File: src/rtl/pipe_pkg.sv
// Shared defaults and control-field layout for the pipeline stage register.
// Optional skid entry is enabled with the PIPE_STAGE_SKID_EN macro.
package pipe_pkg;

    localparam int PIPE_DATA_W = 111;
    localparam int PIPE_CTRL_W = 8;

    // Control bundle layout: WB in the top bits, then M, then EX.
    localparam int CTRL_WB_OFF = 6;
    localparam int CTRL_WB_W   = 2;
    localparam int CTRL_M_OFF  = 3;
    localparam int CTRL_M_W    = 3;
    localparam int CTRL_EX_OFF = 0;
    localparam int CTRL_EX_W   = 3;

    typedef enum logic [1:0] {
        SEL_HOLD   = 2'd0,
        SEL_IN     = 2'd1,
        SEL_SKID   = 2'd2,
        SEL_BUBBLE = 2'd3
    } out_sel_e;

    function automatic logic [CTRL_WB_W-1:0] ctrl_wb(input logic [PIPE_CTRL_W-1:0] ctrl);
        return ctrl[CTRL_WB_OFF +: CTRL_WB_W];
    endfunction

endpackage

File: src/rtl/pipe_skid_buf.sv
// Second holding entry that catches a beat accepted while the output register
// is stalled by downstream back-pressure.
module pipe_skid_buf
    import pipe_pkg::*;
#(
    parameter int DATA_W = PIPE_DATA_W,
    parameter int CTRL_W = PIPE_CTRL_W
) (
    input  logic              clk,
    input  logic              rst,
    input  logic              flush,
    input  logic              load,
    input  logic              drain,
    input  logic [CTRL_W-1:0] ctrl_in,
    input  logic [DATA_W-1:0] data_in,
    output logic              valid,
    output logic [CTRL_W-1:0] ctrl,
    output logic [DATA_W-1:0] data
);

    logic              valid_r;
    logic [CTRL_W-1:0] ctrl_r;
    logic [DATA_W-1:0] data_r;

    // Skid entry state; load and drain are never asserted together by the stage.
    always_ff @(posedge clk) begin
        if (rst) begin
            valid_r <= 1'b0;
            ctrl_r  <= '0;
            data_r  <= '0;
        end else if (flush) begin
            valid_r <= 1'b0;
        end else if (load) begin
            valid_r <= 1'b1;
            ctrl_r  <= ctrl_in;
            data_r  <= data_in;
        end else if (drain) begin
            valid_r <= 1'b0;
        end else begin
            valid_r <= valid_r;
        end
    end

    assign valid = valid_r;
    assign ctrl  = ctrl_r;
    assign data  = data_r;

endmodule

File: src/rtl/pipe_stage_reg.sv
// Valid/ready pipeline stage register with stall, flush and bubble insertion.
// Define PIPE_STAGE_SKID_EN to add a skid entry that decouples ready_o from ready_i.
module pipe_stage_reg
    import pipe_pkg::*;
#(
    parameter int DATA_W = PIPE_DATA_W,
    parameter int CTRL_W = PIPE_CTRL_W
) (
    input  logic              clk_i,
    input  logic              rst_i,
    input  logic              stall_i,
    input  logic              flush_i,
    input  logic              valid_i,
    output logic              ready_o,
    input  logic [CTRL_W-1:0] ctrl_i,
    input  logic [DATA_W-1:0] data_i,
    output logic              valid_o,
    input  logic              ready_i,
    output logic [CTRL_W-1:0] ctrl_o,
    output logic [DATA_W-1:0] data_o,
    output logic [1:0]        count_o
);

    logic              valid_r;
    logic [CTRL_W-1:0] ctrl_r;
    logic [DATA_W-1:0] data_r;

    logic              skid_valid_s;
    logic [CTRL_W-1:0] skid_ctrl_s;
    logic [DATA_W-1:0] skid_data_s;

    logic              main_open_s;
    logic              ready_s;
    logic              in_xfer_s;
    out_sel_e          sel_s;

    // Output register is free when empty or its beat leaves this cycle.
    assign main_open_s = !valid_r || ready_i;

`ifdef PIPE_STAGE_SKID_EN
    logic skid_load_s;
    logic skid_drain_s;

    assign ready_s      = !rst_i && !stall_i && !skid_valid_s;
    assign in_xfer_s    = valid_i && ready_s;
    assign skid_load_s  = in_xfer_s && !main_open_s;
    assign skid_drain_s = skid_valid_s && main_open_s;

    pipe_skid_buf #(
        .DATA_W (DATA_W),
        .CTRL_W (CTRL_W)
    ) u_skid (
        .clk     (clk_i),
        .rst     (rst_i),
        .flush   (flush_i),
        .load    (skid_load_s),
        .drain   (skid_drain_s),
        .ctrl_in (ctrl_i),
        .data_in (data_i),
        .valid   (skid_valid_s),
        .ctrl    (skid_ctrl_s),
        .data    (skid_data_s)
    );

    assign count_o = {1'b0, valid_r} + {1'b0, skid_valid_s};
`else
    assign ready_s      = !rst_i && !stall_i && main_open_s;
    assign in_xfer_s    = valid_i && ready_s;
    assign skid_valid_s = 1'b0;
    assign skid_ctrl_s  = '0;
    assign skid_data_s  = '0;
    assign count_o      = {1'b0, valid_r};
`endif

    // Choose what the output register takes next; the skid beat is older than any input.
    always_comb begin
        sel_s = SEL_HOLD;
        if (main_open_s && skid_valid_s) begin
            sel_s = SEL_SKID;
        end else if (main_open_s && in_xfer_s) begin
            sel_s = SEL_IN;
        end else if (main_open_s) begin
            sel_s = SEL_BUBBLE;
        end else begin
            sel_s = SEL_HOLD;
        end
    end

    // Output register; a bubble clears control but keeps the last payload.
    always_ff @(posedge clk_i) begin
        if (rst_i) begin
            valid_r <= 1'b0;
            ctrl_r  <= '0;
            data_r  <= '0;
        end else if (flush_i) begin
            valid_r <= 1'b0;
            ctrl_r  <= '0;
        end else begin
            case (sel_s)
                SEL_SKID: begin
                    valid_r <= 1'b1;
                    ctrl_r  <= skid_ctrl_s;
                    data_r  <= skid_data_s;
                end
                SEL_IN: begin
                    valid_r <= 1'b1;
                    ctrl_r  <= ctrl_i;
                    data_r  <= data_i;
                end
                SEL_BUBBLE: begin
                    valid_r <= 1'b0;
                    ctrl_r  <= '0;
                end
                SEL_HOLD: begin
                    valid_r <= valid_r;
                end
                default: begin
                    valid_r <= valid_r;
                end
            endcase
        end
    end

    assign ready_o = ready_s;
    assign valid_o = valid_r;
    assign ctrl_o  = ctrl_r;
    assign data_o  = data_r;

endmodule

File: config.mk
export PLATFORM = sky130hd
export DESIGN_NAME = pipe_stage_reg
export DESIGN_NICKNAME = d
export VERILOG_FILES = /design/src/rtl/pipe_pkg.sv /design/src/rtl/pipe_skid_buf.sv /design/src/rtl/pipe_stage_reg.sv
export SDC_FILE = /design/constraint.sdc
export NUM_CORES = 1
export LEC_CHECK = 0
export ABC_AREA = 1
export BUFFER_PORTS_ARGS = -buffer_cell sky130_fd_sc_hd__clkbuf_2
export CORE_MARGIN = 5
export CORE_UTILIZATION = 37
export CTS_CLUSTER_DIAMETER = 40
export CTS_CLUSTER_SIZE = 30
export DETAILED_ROUTE_END_ITERATION = 8
export PLACE_DENSITY = 0.68
export SLEW_MARGIN = 20
export SYNTH_ARGS = -nofsm -noshare
export SYNTH_HDL_FRONTEND = slang
export SYNTH_SLANG_ARGS = --single-unit
File: constraint.sdc
create_clock -name clk_i -period 2.55 [get_ports clk_i]
set_clock_uncertainty 0.1 [all_clocks]
set_input_delay 0.51 -clock clk_i [delete_from_list [all_inputs] [get_ports clk_i]]
set_output_delay 0.51 -clock clk_i [all_outputs]
set_load 0.05 [all_outputs]
* Yosys cells after proc, flatten, opt, wreduce, memory -nomap -nowiden
Cells that the tools add are included.
** Word-level totals
- Register bits after elaboration :: 120
- Bits of input ports :: 125
- Output and inout port bits :: 123
- Logic and storage cells :: 27
** Cells by class
- Equal/unequal tests :: 3
- Muxes and demuxes :: 5
- Bitwise gates (word level) :: 1
- Reduce and logical (&&, ||, !) cells :: 15
** Operator list (number)
- case mux 111 bit (2 select lines) :: 1
- case mux 8 bit (2 select lines) :: 1
- OR reduction 2 bit :: 3
- == test 2 bit, second input constant :: 2
- logical AND 1 bit :: 4
- two-way mux 2 bit :: 2
- nonzero test 2 bit :: 2
- logical NOT 1 bit :: 3
- == test 2 x 1 -> 1 bit, second input constant :: 1
- logical NOT 2 bit :: 1
- case mux 1 bit (2 select lines) :: 1
- AND reduction 2 bit :: 1
- logical OR 1 bit :: 1
- inverter 1 bit :: 1

* Logic depth before layout (Yosys ltp)
- Depth after elaboration :: 9
- Gate-level depth with buffers :: 8

* Worst setup path before layout
Ideal clock, no wire load.
- Path type :: reg2out
- From :: reg valid_r (netlist: valid_o)
- To :: out ready_o
- Arrival :: 2109 ps
- Required time :: 1940 ps
- Slack :: -169 ps
- Stages on the path, launching flop included :: 4
- Path buffers :: 0
- Cell sequence :: dfxtp_1 nand2_1 clkinv_1 nor3_1
** Between the ends
- Longest elaborated chain between the ends :: 3
** RTL lines
- start: declaration :: line pipe_stage_reg.sv:24 : logic valid_r;
- start signal: assignment :: line pipe_stage_reg.sv:115 : valid_r <= valid_r;
- start signal: assignment :: line pipe_stage_reg.sv:118 : valid_r <= valid_r;
- logical NOT 1 bit :: line pipe_stage_reg.sv:38 : assign main_open_s = !valid_r || ready_i;
- logical OR 1 bit :: line pipe_stage_reg.sv:38
- logical AND 1 bit :: line pipe_stage_reg.sv:67 : assign ready_s = !rst_i && !stall_i && main_open_s;
- end: declaration :: line pipe_stage_reg.sv:14 : output logic ready_o,
Every way passes these cells.

* Worst setup path in the final report
Ends and elaborated chain as after synthesis.

==> impl_results.md <==
- Area of the core region: between 0.01 and 0.015 mm²
- GP Congestion: between 0.8 and 0.9
- Hold path start: data_i[4]
- Worst skew pair latency: between 400 and 500 ps
- Clock power share: a little under half
- Logic pwr share: approximately 12%
- Layer carrying the most global-route usage: met2
- Critical path peak fanout: 10
- Die Height: 125 µm
- Tightest Pin Transition: roughly 570 ps
- Crit path DAT: between 1500 and 2000 ps
- Met3 Use GR: 7.63%
- Critical-path cell list: nand2_1 -> clkinv_1 -> nor3_2 -> clkbuf_2
- Initial core utilization: between 30% and 40%
- CTS H-Tree Depth: 4
- P&R area growth vs syn: 39.4%
- Int Power: 3660 µW
- 1st-iter DRT viols: between 150 and 200
- Sequential power share: between 40% and 50%
- Pwr Density: 720 mW/mm²
- First drt pass iteration count: 4
- Critical Path Start: valid_o
- CTS Buf Count: 17
- Maximum clock frequency: 469 MHz
- Worst-path clk slew: approximately 50 ps
- Yosys cell types: 16
- PostCTS Resize Cnt: 0
- Endpoints failing hold: 0
- Leakage: between 0.004 and 0.005 µW
- Ratio of cells with drive above 1 in the final layout: 28.7%
- Status: finished, final reports clean
- Top cells by area, synth: dfxtp_1 (49%), nand2_1 (18%), nor2_1 (17%)
- Initial antenna violation count: 0
- Die area: 0.0156 mm²
- Fin util: 52.2%
- Crit-path max cell delay: roughly 320 ps
- Max-cap violation count: 0
- Syn avg cell area: 6.53 µm²
- Crit path time final: 2130 ps
- Inserted Diodes: 0
- NetSw: ~1300 µW
- Setup Crit Path Kind: reg2out
- Post-Syn Instances: 750
- # setup viols final: 0
- Cells after DPL: about 1,100
- Crit start category: flip-flop
- Num ports: 248
- RR Startpoint: valid_o
- Vias per cell: a little over 4
- Via count: 4,757
- Max clock buf depth: 2
- GRT overflow: 0
- Clock sinks: between 100 and 150
- CP required: 1940 ps
- Die width: approximately 130 µm
- CP Capture Type: output pin
- Clock root cell: clkbuf_16
- Sequential element share of the synthesized area: roughly half
- CTS tree: done
- Seq cells post-synth: 120
- Yosys top cell by area: dfxtp_1
- Buf+Inv Stages, Crit Path: 2
- DR DRC count: 0
- HP Class: in2reg
- Fin. max-slew vios: 0
- RSZ-0062 raised after global routing: false
- Switch share: around a quarter
- Met1 Use GR: approximately a fifth
- Final WL: between 10,000 and 15,000 µm
- Vias in the first global route: around 4,400
- Global-route wire length before repair: 21,300 µm
- Setup TNS: 0 ps
- Post-CTS Hold Fix Bufs: 0
- Slowest-stage cell, CP: dfxtp_1
- Worst path top cell family by delay: buffers and inverters
- Antenna Nets Post-Route: 0
- Rel. slew slack: about three fifths
- WL per Instance: between 10 and 15 µm
- Final non-filler cell total: 1,172
- Input/output buffers: about 250
- GR Util All Layers: 16.4%
- Post-synth top area share: about half
- Final Cycle Share: roughly 84%
- Post-CTS Repair Setup Buffers: 0
- Final nets: between 1,000 and 1,500
- Row count: 42
- VDD IR max: approximately 0.32 mV
- Syn_nets: ~900
- Post-DP HPWL: 9320 µm
- Mapped Area: around 0.0049 mm²
- Yosys warning count: 0
- Met2 usage: between 20% and 30%
- Largest net degree at the start of global routing: 105
==> layout by cell type, fill, tap and decap left out, types with 4 or more instances in the layout <==
master | Yosys | layout
clkbuf_2 | 0 | 246
nand2_1 | 232 | 232
nor2_1 | 223 | 223
dfxtp_1 | 120 | 120
inv_1 | 114 | 113
clkbuf_16 | 0 | 17
a21oi_1 | 9 | 9
nand4_1 | 8 | 8
clkinv_2 | 0 | 7
buf_12 | 0 | 4
buf_4 | 3 | 4
==> final cells by class <==
cell class	instances	area, µm²
repair buffers	254	1340
clock buffers	21	450
fillers	1310	6260
inverters	115	433
clock inverters	10	128
multi-input cells	476	1850
well taps	176	220
flip-flops and latches	120	2400
==> stage by stage <==
stage	instance area [µm²]	hold WS (ps)	setup slack, ps	power [µW]
global placement	6250	360	550	2610
global route	6820	214	269	5130
floorplan	4900	545	255	2420
detailed placement	6250	358	551	2620
finish	6820	221	416	4910
CTS	6820	203	390	4980
==> final timing paths <==
path | depth (start not counted) | end | slack, ps
min | 3 | data_o[4] | 220
max | 4 | ready_o | 420
max reg2reg | 8 | data_o[59] | 980
min reg2reg | 2 | ctrl_o[4] | 370
==> power by group through the flow <==
| stage | combinational, µW | sequential, µW | clock [µW] |
|---|---|---|---|
| 6_report | 600 | 1970 | 2340 |
| 5_1_grt | 656 | 1980 | 2500 |
| 3_3_place_gp | 602 | 2010 | 0 |
| 4_1_cts | 605 | 1970 | 2400 |
| 3_5_place_dp | 602 | 2010 | 0 |
| 2_1_floorplan | 182 | 2230 | 0 |
==> state kept, by name (all words and copies together) (netlist names) <==
register	flops
data_o	111
ctrl_o	8
valid_o	1
==> cell usage after synthesis <==
cell      instances
buf_6             7
buf_2            13
nor3_1            1
nor2_1          223
nand4_1           8
buf_1             1
nand2_1         232
buf_4             3
inv_1           114
clkbuf_1         15
clkinv_1          1
dfxtp_1         120
nor2_4            1
a21oi_1           9
nand4_2           1
conb_1            1
==> worst register-to-register path: cells and delay by family, from the launching register on <==
family                 cells  cell delay (ps)
AND/OR/NAND/NOR            5              370
buffers and inverters      3              630
flip-flops                 1              350
==> per-layer routing <==
layer  part of all wire [%]  routed length [µm]
met5                      0                   0
met4                    1.5                 193
met3                    9.8                1260
met2                     44                5580
met1                     45                5760
==> logic make-up after synthesis <==
logic type | count (synthesis) | share of synthesized area, %
AO/OA/AOI/OAI | 9 | 0.920
buffers and inverters | 154 | 13.4
flip-flops | 120 | 49.1
other | 1 | 0.0766
AND/OR/NAND/NOR | 466 | 36.5
No activity file was read; power rests on OpenSTA's default activity.
